**src/rtl/led_pwm_mux.sv**
```systemverilog
// rtl/led_pwm_mux.sv - multiplexed RGB LED PWM driver with shadow/active duty buffers
// Sinks are time-shared per phase; shadow duties are copied to the active set only at frame end.
module led_pwm_mux #(
  parameter int NUM_LEDS    = 11,
  parameter int NUM_SINKS   = 3,
  parameter int PWM_BITS    = 8,
  parameter int DEAD_CYCLES = 0,
  parameter logic [2*NUM_SINKS*NUM_LEDS-1:0] CHAN_MAP = {NUM_LEDS{(2*NUM_SINKS)'(8'he4)}}
) (
  input  logic                                           clk,
  input  logic                                           rst,
  input  logic                                           wr_en,
  input  logic [(NUM_LEDS > 1 ? $clog2(NUM_LEDS) : 1)-1:0] wr_led,
  input  logic [1:0]                                     wr_chan,
  input  logic [PWM_BITS-1:0]                            wr_data,
  input  logic                                           commit,
  output logic                                           commit_pending,
  output logic                                           frame_start,
  output logic [NUM_LEDS-1:0]                            ledc,
  output logic [NUM_SINKS-1:0]                           ledrgb
);

  localparam int LW         = (NUM_LEDS > 1) ? $clog2(NUM_LEDS) : 1;
  localparam int KW         = (NUM_SINKS > 1) ? $clog2(NUM_SINKS) : 1;
  localparam int SLOTS      = 1 << PWM_BITS;
  localparam int SLOT_TOTAL = SLOTS + DEAD_CYCLES;
  localparam int SW         = $clog2(SLOT_TOTAL);

  logic [SW-1:0]       slot_q, slot_d;
  logic [KW-1:0]       sink_q, sink_d;
  logic                pending_q, pending_d;
  logic                frame_start_q, frame_start_d;
  logic [NUM_LEDS-1:0] ledc_q, ledc_d;
  logic [NUM_SINKS-1:0] ledrgb_q, ledrgb_d;

  logic [PWM_BITS-1:0] shadow_q [NUM_LEDS][NUM_SINKS];
  logic [PWM_BITS-1:0] shadow_d [NUM_LEDS][NUM_SINKS];
  logic [PWM_BITS-1:0] active_q [NUM_LEDS][NUM_SINKS];
  logic [PWM_BITS-1:0] active_d [NUM_LEDS][NUM_SINKS];
  logic [PWM_BITS-1:0] duty_sel [NUM_LEDS];

  logic slot_last, sink_last, frame_end, active_slot;

  assign slot_last   = (int'(slot_q) == SLOT_TOTAL - 1);
  assign sink_last   = (int'(sink_q) == NUM_SINKS - 1);
  assign frame_end   = slot_last && sink_last;
  assign active_slot = (int'(slot_q) < SLOTS);

  always_comb begin
    slot_d = slot_q;
    sink_d = sink_q;
    if (slot_last) begin
      slot_d = '0;
      sink_d = sink_last ? '0 : sink_q + 1'b1;
    end else begin
      slot_d = slot_q + 1'b1;
    end
  end

  // Out-of-range LED/channel indices simply match no storage cell.
  always_comb begin
    shadow_d  = shadow_q;
    active_d  = active_q;
    pending_d = pending_q | commit;
    if (frame_end && (pending_q || commit)) begin
      active_d  = shadow_q;
      pending_d = 1'b0;
    end
    for (int l = 0; l < NUM_LEDS; l++) begin
      for (int c = 0; c < NUM_SINKS; c++) begin
        if (wr_en && (wr_led == LW'(l)) && (wr_chan == 2'(c))) begin
          shadow_d[l][c] = wr_data;
        end
      end
    end
  end

  // A map entry naming a channel beyond NUM_SINKS selects duty 0.
  always_comb begin
    for (int l = 0; l < NUM_LEDS; l++) begin
      duty_sel[l] = '0;
      for (int s = 0; s < NUM_SINKS; s++) begin
        for (int c = 0; c < NUM_SINKS; c++) begin
          if ((int'(sink_q) == s) && (int'(CHAN_MAP[(l*NUM_SINKS+s)*2 +: 2]) == c)) begin
            duty_sel[l] = active_q[l][c];
          end
        end
      end
    end
  end

  always_comb begin
    frame_start_d = (slot_q == '0) && (sink_q == '0);
    for (int s = 0; s < NUM_SINKS; s++) begin
      ledrgb_d[s] = active_slot && (int'(sink_q) == s);
    end
    for (int l = 0; l < NUM_LEDS; l++) begin
      ledc_d[l] = active_slot && (slot_q[PWM_BITS-1:0] < duty_sel[l]);
    end
  end

  always_ff @(posedge clk) begin
    if (rst) begin
      slot_q        <= '0;
      sink_q        <= '0;
      pending_q     <= 1'b0;
      frame_start_q <= 1'b0;
      ledc_q        <= '0;
      ledrgb_q      <= '0;
      shadow_q      <= '{default: '0};
      active_q      <= '{default: '0};
    end else begin
      slot_q        <= slot_d;
      sink_q        <= sink_d;
      pending_q     <= pending_d;
      frame_start_q <= frame_start_d;
      ledc_q        <= ledc_d;
      ledrgb_q      <= ledrgb_d;
      shadow_q      <= shadow_d;
      active_q      <= active_d;
    end
  end

  assign commit_pending = pending_q;
  assign frame_start    = frame_start_q;
  assign ledc           = ledc_q;
  assign ledrgb         = ledrgb_q;

endmodule

```
**config.mk**
```make
export PLATFORM = sky130hd
export DESIGN_NAME = led_pwm_mux
export DESIGN_NICKNAME = d
export VERILOG_FILES = /design/src/rtl/led_pwm_mux.sv
export SDC_FILE = /design/constraint.sdc
export NUM_CORES = 1
export LEC_CHECK = 0
export ABC_AREA = 1
export BUFFER_PORTS_ARGS = -buffer_cell sky130_fd_sc_hd__clkbuf_2
export CORE_MARGIN = 2
export CORE_UTILIZATION = 60
export DETAILED_ROUTE_END_ITERATION = 6
export GPL_ROUTABILITY_DRIVEN = 0
export PLACE_DENSITY = 0.76
export SLEW_MARGIN = 20
export SYNTH_ARGS = -nofsm -noshare
export SYNTH_HDL_FRONTEND = slang
export SYNTH_SLANG_ARGS = --single-unit
```
**constraint.sdc**
```tcl
create_clock -name clk -period 3 [get_ports clk]
set_clock_uncertainty 0.2 [all_clocks]
set_input_delay 0.15 -clock clk [delete_from_list [all_inputs] [get_ports clk]]
set_output_delay 0.15 -clock clk [all_outputs]
set_load 0.005 [all_outputs]
```
# Word level (Yosys, flattened, before mapping)
# Cells that the tools add are included.
# Widths: inputs -> output; s select.
dict set report totals {
  ff_bits 554
  elab_cells 190
}
dict set report classes {
  add_sub_neg 2
  n_lt_le_gt_ge 11
  eq_ne 15
  mux 34
  bitwise 1
  reduce_logical 55
}
# operator n
set op_table {}
lappend op_table {{$mux 8} 33}
lappend op_table {{$lt 8x8->1} 11}
lappend op_table {{$logic_and 1x1->1} 47}
lappend op_table {{$eq 4x3->1 const B} 4}
lappend op_table {{$eq 4x4->1 const B} 3}
lappend op_table {{$add 8x1->8 const B} 1}
lappend op_table {{$eq 4x2->1 const B} 2}
lappend op_table {{$eq 8x1->1 const B} 1}
lappend op_table {{$logic_not 8->1} 1}
lappend op_table {{$eq 2x2->1 const B} 3}
lappend op_table {{$logic_not 2->1} 3}
lappend op_table {{$eq 4x1->1 const B} 1}
lappend op_table {{$logic_not 4->1} 1}
lappend op_table {{$reduce_or 2->1} 2}
lappend op_table {{$add 2x1->2 const B} 1}
lappend op_table {{$eq 2x1->1 const B} 1}
lappend op_table {{$mux 2} 1}
lappend op_table {{$logic_or 1x1->1} 1}
lappend op_table {{$or 1x1->1} 1}

# Logic depth before layout (Yosys ltp)
# Gate-level depths: netlist of the first run.
dict set report depth {
  word_depth 5
  ltp_mapped 12
}

# Worst setup path before layout of the first run
# OpenSTA, ideal clock, no wires.
dict set report synth_path {
  path_kind {reg-to-reg}
  from {register sink_q[1]}
  to {register ledc_q[0], in the netlist ledc[0]}
  setup_ns 0.120
  arrival_time_ns 1.950
  required_time_ns 2.680
  path_slack_ns 0.729
  path_stages_with_launch 11
  n_path_buf 3
  cell_sequence {dfxtp_1 buf_2 nor2_1 clkinv_1 clkbuf_1 buf_1 o221ai_1 ha_1 nand2_1 o211ai_1 a21oi_1}
}
dict set report synth_via {
  elab_chain_cells 5
  elab_cells_between_ends 7
  classes_between {1 x order compare; 2 x eq/ne; 3 x mux; 1 x reduce/logical}
}
# element line_no
set synth_lines {}
lappend synth_lines {{start: declaration} 30} ;# logic [KW-1:0] sink_q, sink_d;
lappend synth_lines {{start signal: assignment} 114} ;# sink_q <= sink_d;
lappend synth_lines {{$logic_not 2->1} 84} ;# if ((int'(sink_q) == s) && (int'(CHAN_MAP[(l*NUM_SINKS+s)*2 +: 2]) == c)) begin
lappend synth_lines {{$mux 8 (2 in a row)} 84}
lappend synth_lines {{$mux 8 (*)} 84}
lappend synth_lines {{$lt 8x8->1 (*)} 98} ;# ledc_d[l] = active_slot && (slot_q[PWM_BITS-1:0] < duty_sel[l]);
lappend synth_lines {{end signal: assignment} 117} ;# ledc_q <= ledc_d;
lappend synth_lines {{end: declaration} 33} ;# logic [NUM_LEDS-1:0] ledc_q, ledc_d;
# Every way passes the cells marked *; elsewhere a longest branch is shown, timed or not.
# A chain may end at the register's enable or synchronous reset.

# Worst setup path in the final report of the first run
dict set report layout_path {
  from {register sink_q[1]}
  to {register ledc_q[6], in the netlist ledc[6]}
}
# Same word-level chain as after synthesis.

==> results_dict.tcl, run 1 <==
set metrics [dict create \
    power.density_nw_per_um2 575 \
    routed_wl_mm 62.7 \
    overflow 0 \
    clock_latency_ps 610 \
    io_buffers 33 \
    synth_cell_types 26 \
    drt_iter0_drc 1686 \
    fin_crit_sh_pct 90.4 \
    dp.cells 3884 \
    nets 3522 \
    syn_inst 3452 \
    clk_path_buf_depth 3 \
    grt_pass1_wl_mm 100 \
    synth_flop_cell "dfxtp_1" \
    hpwl_mm 36.6 \
    cp-start-kind "flip-flop" \
    clock_sinks 554 \
    grt_max_degree 111 \
    post-route-drc-count 0 \
    layout-drive-gt1-share_pct 5.48 \
    ios 34 \
    hold_path_class "input port to flip-flop" \
    status "complete, no violations" \
    cts_tree "done" \
    grtUsageTotal_pct 30.0 \
    start_util_pct 60.5 \
    ys_ff_latch 554 \
    worstPathArrival_ps 3020 \
    grt_pass1_vias 19647 \
    worstSetupPathType "flip-flop to flip-flop" \
    firstDrtPassIters 5 \
    worstMarginPinSlew_ps 1070 \
    syn_area_per_cell_um2 6.94 \
    fin_crit_ps 2710 \
    cp_data_required_time_ps 3310 \
    synth_area_leader_cell "dfxtp_1" \
    rsz0062_at_grt "false" \
    yosysSeqAreaShare_pct 46.3 \
    synthArstFlopShare_pct 0 \
    end_kind "flip-flop" \
    die-area_um2 41500 \
    synth_top_area_share_pct 46.3 \
    drv_slew 0 \
    rows 73 \
    via_per_inst 5.32 \
    p_leak_uw 0.0130 \
    synthesis.area_um2 23900 \
    syn-num-nets 3549 \
    cts_buffers 57 \
    ctsResizeCount 0 \
    clk_pin_slew_ps 60 \
    yosysWarnings 0 \
    synth_area_leaders "dfxtp_1 46%, nor2_1 15%, nand2_1 10%, o21ai_0 6.5%, inv_1 6.3%" \
    cap_violations 0 \
    htreeDepth 2 \
    root_buffer "clkbuf_16" \
    die_h_um 204 \
    hold_violations 0 \
    path_max_fanout 21 \
    setup_viol 0 \
    finalSetupTns_ps 0 \
    instances_no_fill 3995 \
    max-slew-margin-rel_pct 28.7 \
    syn_to_final_growth_pct 10.4 \
    num_vias 21236 \
    synth_enable_flop_cells 0 \
    drtAntennaViolNets 0 \
    cts_hold_buf 7 \
    fmax_mhz 369 \
    dieWidth_um 204 \
    detail_route.wl_per_cell_um 15.7 \
    vdd.ir_drop.worst_v 0.000444 \
    antenna_cells 0 \
    cts_setup_buffers 0 \
    antenna_found_initial 1 \
    core-area_um2 39500 \
]
## flip-flops by register name, indices dropped and copies added (netlist names)
| signal | count |
|---|---|
| active_q | 264 |
| commit_pending | 1 |
| frame_start | 1 |
| ledc | 11 |
| ledrgb | 3 |
| shadow_q | 264 |
| sink_q | 2 |
| slot_q | 8 |
## path summary, 6_finish.rpt
| path | start | to | slack [ps] | cells past startpoint |
|---|---|---|---|---|
| hold reg to reg | shadow_q[36] | shadow_q[36] | 240 | 2 |
| setup reg to reg | sink_q[1] | ledc[6] | 290 | 9 |
| setup / recovery | sink_q[1] | ledc[6] | 290 | 9 |
| hold / removal | wr_chan[1] | shadow_q[133] | 30 | 7 |
## synth_stat cells (2+ instances only)
master / instances
ha_1: 79
nand4_1: 2
buf_2: 30
nor3_1: 4
o21ai_0: 310
o221ai_1: 44
dfxtp_1: 554
buf_6: 27
nand2_1: 654
buf_1: 3
inv_1: 401
clkbuf_1: 125
xnor2_1: 2
o22ai_1: 33
inv_2: 2
o211ai_1: 11
or2_2: 2
nand3_1: 59
a21oi_1: 143
clkinv_1: 3
nor2_1: 959
## through the flow
step                hold slack, ps  area [um^2]  util (%)  total power (uW)  setup WS (ps)
floorplan                      143        23900         -              7920            729
global placement               231        24400      61.8              8140            482
detailed placement             234        24400      61.8              8150            420
CTS                           3.65        26400      66.8             15300            358
global route                  50.0        26400      66.8             15700            211
finish                        32.7        26400      66.8             15200            287
## kinds of logic (layout without fill, tap and decap cells)
group	after synthesis	in the layout	share of synthesized area [%]
buffers and inverters	592	610	10.3
adder cells (fa/ha/maj)	79	79	4.13
flip-flops	554	554	46.3
AND/OR/NAND/NOR	1683	1683	26.9
XOR/XNOR	2	2	0.0732
AO/OA/AOI/OAI	542	542	12.3
## critical path, cell delays in order, from the launching register on
cell      delay (ps)
dfxtp_2          450
nor2_1            90
inv_2            470
buf_4            320
o22ai_1          110
a21oi_1          190
ha_1             270
a21oi_1          170
o211ai_1         110
a21oi_1          220
## cell usage in the layout, fill, tap and decap left out, types with 7 or more instances in the layout
cell type	instances
o21ai_0	310
a21oi_1	143
dlygate4sd3_1	7
nand2_1	654
o211ai_1	11
inv_1	401
buf_4	47
clkbuf_8	12
clkbuf_1	18
nand3_1	59
o22ai_1	33
nor2_1	958
clkinv_2	9
dfxtp_1	552
clkbuf_16	58
buf_12	13
o221ai_1	44
ha_1	79
clkbuf_2	33
## final cells by class
class / instances / area, um^2
Clock buffer: 88 / 1680
Clock inverter: 16 / 220
Fill cell: 3380 / 13100
Inverter: 406 / 1530
Multi-Input combinational cell: 2306 / 10400
Sequential cell: 554 / 11100
Tap cell: 525 / 657
Timing Repair Buffer: 100 / 848
## where the power goes
part           internal (uW)  switching [uW]  total, uW
registers               7400            23.4       7430
clock network           4270            2910       7180
logic                    155             433        589
## routing by layer
layer,share of wire (%),vias to the layer above,track usage (%)
li1,-,10643,-
met1,44,9784,40.0
met2,46,662,49.2
met3,7.6,147,5.13
met4,3.3,0,10.7
met5,0,-,0
Note: power is estimated with default switching activity, not from simulation.
==> run 2: changes to the inputs <==
--- a/config.mk
+++ b/config.mk
@@ -13,4 +13,5 @@
 export GPL_ROUTABILITY_DRIVEN = 0
 export PLACE_DENSITY = 0.76
+export SETUP_SLACK_MARGIN = 0.1
 export SLEW_MARGIN = 20
 export SYNTH_ARGS = -nofsm -noshare
==> constraint.sdc (replaced) <==
create_clock -name clk -period 3 [get_ports clk]
set_clock_uncertainty 0.2 [all_clocks]
set_input_delay 0.3 -clock clk [delete_from_list [all_inputs] [get_ports clk]]
set_output_delay 0.3 -clock clk [all_outputs]
set_load 0.005 [all_outputs]
==> results_dict.tcl, run 2 (synthesis gave the netlist of run 1 again) <==
set metrics [dict create \
    finalSetupTns_ps 0 \
    drt_iter0_drc 1737 \
    firstDrtPassIters 5 \
    hpwl_mm 37.5 \
    syn_to_final_growth_pct 9.90 \
    antenna_found_initial 0 \
    antenna_cells 0 \
    reg2reg_from "sink_q[1]" \
    rsz0062_at_grt "false" \
    root_buffer "clkbuf_16" \
    cp_data_required_time_ps 3320 \
    via_per_inst 5.30 \
    worst_r2r_endpoint "ledc[10]" \
    cap_violations 0 \
    nets 3517 \
    clock_latency_ps 610 \
    detail_route.wl_per_cell_um 15.9 \
    clk_pin_slew_ps 60 \
    die_h_um 204 \
    grt_pass1_vias 19761 \
    dp.cells 3887 \
    fmax_mhz 387 \
    path_max_fanout 34 \
    instances_no_fill 3986 \
    holdWs_ps 37.1 \
    hold_violations 0 \
    final_cell_mix "958 x nor2_1, 654 x nand2_1, 552 x dfxtp_1, 401 x inv_1, 310 x o21ai_0" \
    grt_max_degree 115 \
    htreeDepth 2 \
    die-area_um2 41500 \
    hp-start "rst" \
    hold_depth 4 \
    clk_path_buf_depth 3 \
    drv_slew 0 \
    cts_buffers 55 \
    holdPathEnd "active_q[70]" \
    power.density_nw_per_um2 568 \
    clock_sinks 554 \
    io_buffers 33 \
    core-area_um2 39500 \
    r2r_cells 10 \
    critPathTopFamily "buffers and inverters" \
    crit_path_top_delay_cell "buf_4" \
    setup_viol 0 \
    cts_setup_buffers 0 \
    end_kind "flip-flop" \
    p_leak_uw 0.0130 \
    vdd.ir_drop.worst_v 0.000432 \
    start_util_pct 60.5 \
    dieWidth_um 204 \
    place_ws_ps 466 \
    rows 73 \
    layout-drive-gt1-share_pct 5.49 \
    ios 34 \
    path_cells "buf_4 -> nor2_1 -> clkinv_1 -> buf_4 -> o22ai_1 -> a21oi_1 -> ha_1 -> a21oi_1 -> o211ai_1 -> a21oi_1" \
    slowest_delay_ps 440 \
    status "complete, no violations" \
    cts_tree "done" \
    num_vias 21128 \
    final.setup.worst_slack_ps 417 \
    fin_crit_ps 2580 \
    worstMarginPinSlew_ps 1100 \
    grt_pass1_wl_mm 101 \
    layout_commonest_cell "nor2_1" \
    worstPathArrival_ps 2900 \
    crit_path_frequent_cell "a21oi_1" \
    r2r_setup_slack_ps 420 \
    overflow 0 \
    post-route-drc-count 0 \
    power_uw 15000 \
    cp-start-kind "flip-flop" \
    hold_path_class "input port to flip-flop" \
    fin_crit_sh_pct 86.1 \
    grtUsageTotal_pct 30.5 \
    routed_wl_mm 63.3 \
    drtAntennaViolNets 0 \
    max-slew-margin-rel_pct 26.9 \
    crit_buf_inv 3 \
    worstSetupPathType "flip-flop to flip-flop" \
]
## run 2: changes by cell type in the layout (fill, tap and decap cells not counted), sizes merged
cell         previous run  this run
bufinv                  5         3
clkinv                 13         9
inv                   404       405
clkbuf                121       119
dlygate4sd3             7         1
clkinvlp                0         1
buf                    60        63
## run 2: worst max path at each step
stage                    from       end  slack (ps)  depth (start not counted)
floorplan           sink_q[1]   ledc[0]         730                         10
global placement    sink_q[1]  ledc[10]         480                         10
detailed placement  sink_q[1]  ledc[10]         470                         10
CTS                 sink_q[1]  ledc[10]         430                         10
global route        sink_q[1]  ledc[10]         260                         10
finish              sink_q[1]  ledc[10]         420                         10
## run 2: metal layers
layer	up-vias	part of all wire [%]	wire [um]	track usage (%)
met4	0	3.9	2440	12.7
met5	-	0	0	0
met2	688	45	28700	50.1
met1	9644	43	27000	39.3
met3	161	8.2	5170	6.20
li1	10635	-	-	-
## run 2: power breakdown
part           internal [uW]  switching (uW)  total (uW)
Combinational            153             431         584
Clock                   4050            2890        6940
Sequential              7400            24.3        7430
## run 2: cell type report
cell class | instances | area (um^2)
flip-flops and latches | 554 | 11100
fillers | 3430 | 13200
inverters | 406 | 1530
clock inverters | 12 | 156
multi-input cells | 2306 | 10400
clock buffers | 86 | 1660
well taps | 525 | 657
repair buffers | 97 | 823
## run 2: tightest hold or removal path: cells and delay by family
family                 cells  cell delay, ps
buffers and inverters      2             330
AND/OR/NAND/NOR            2             170
## run 2: repair_timing
| action | in CTS | in global routing |
|---|---|---|
| setup endpoints to repair | 0 | 0 |
| hold buffers | 1 | 0 |
| resized for setup | 0 | 0 |
| hold endpoints to repair | 1 | 0 |
## run 2: metrics by stage
stage	util (%)	area, um^2
2_1_floorplan	-	23900
5_1_grt	66.5	26300
4_1_cts	66.5	26300
3_5_place_dp	61.9	24500
6_report	66.5	26300
3_3_place_gp	61.9	24500
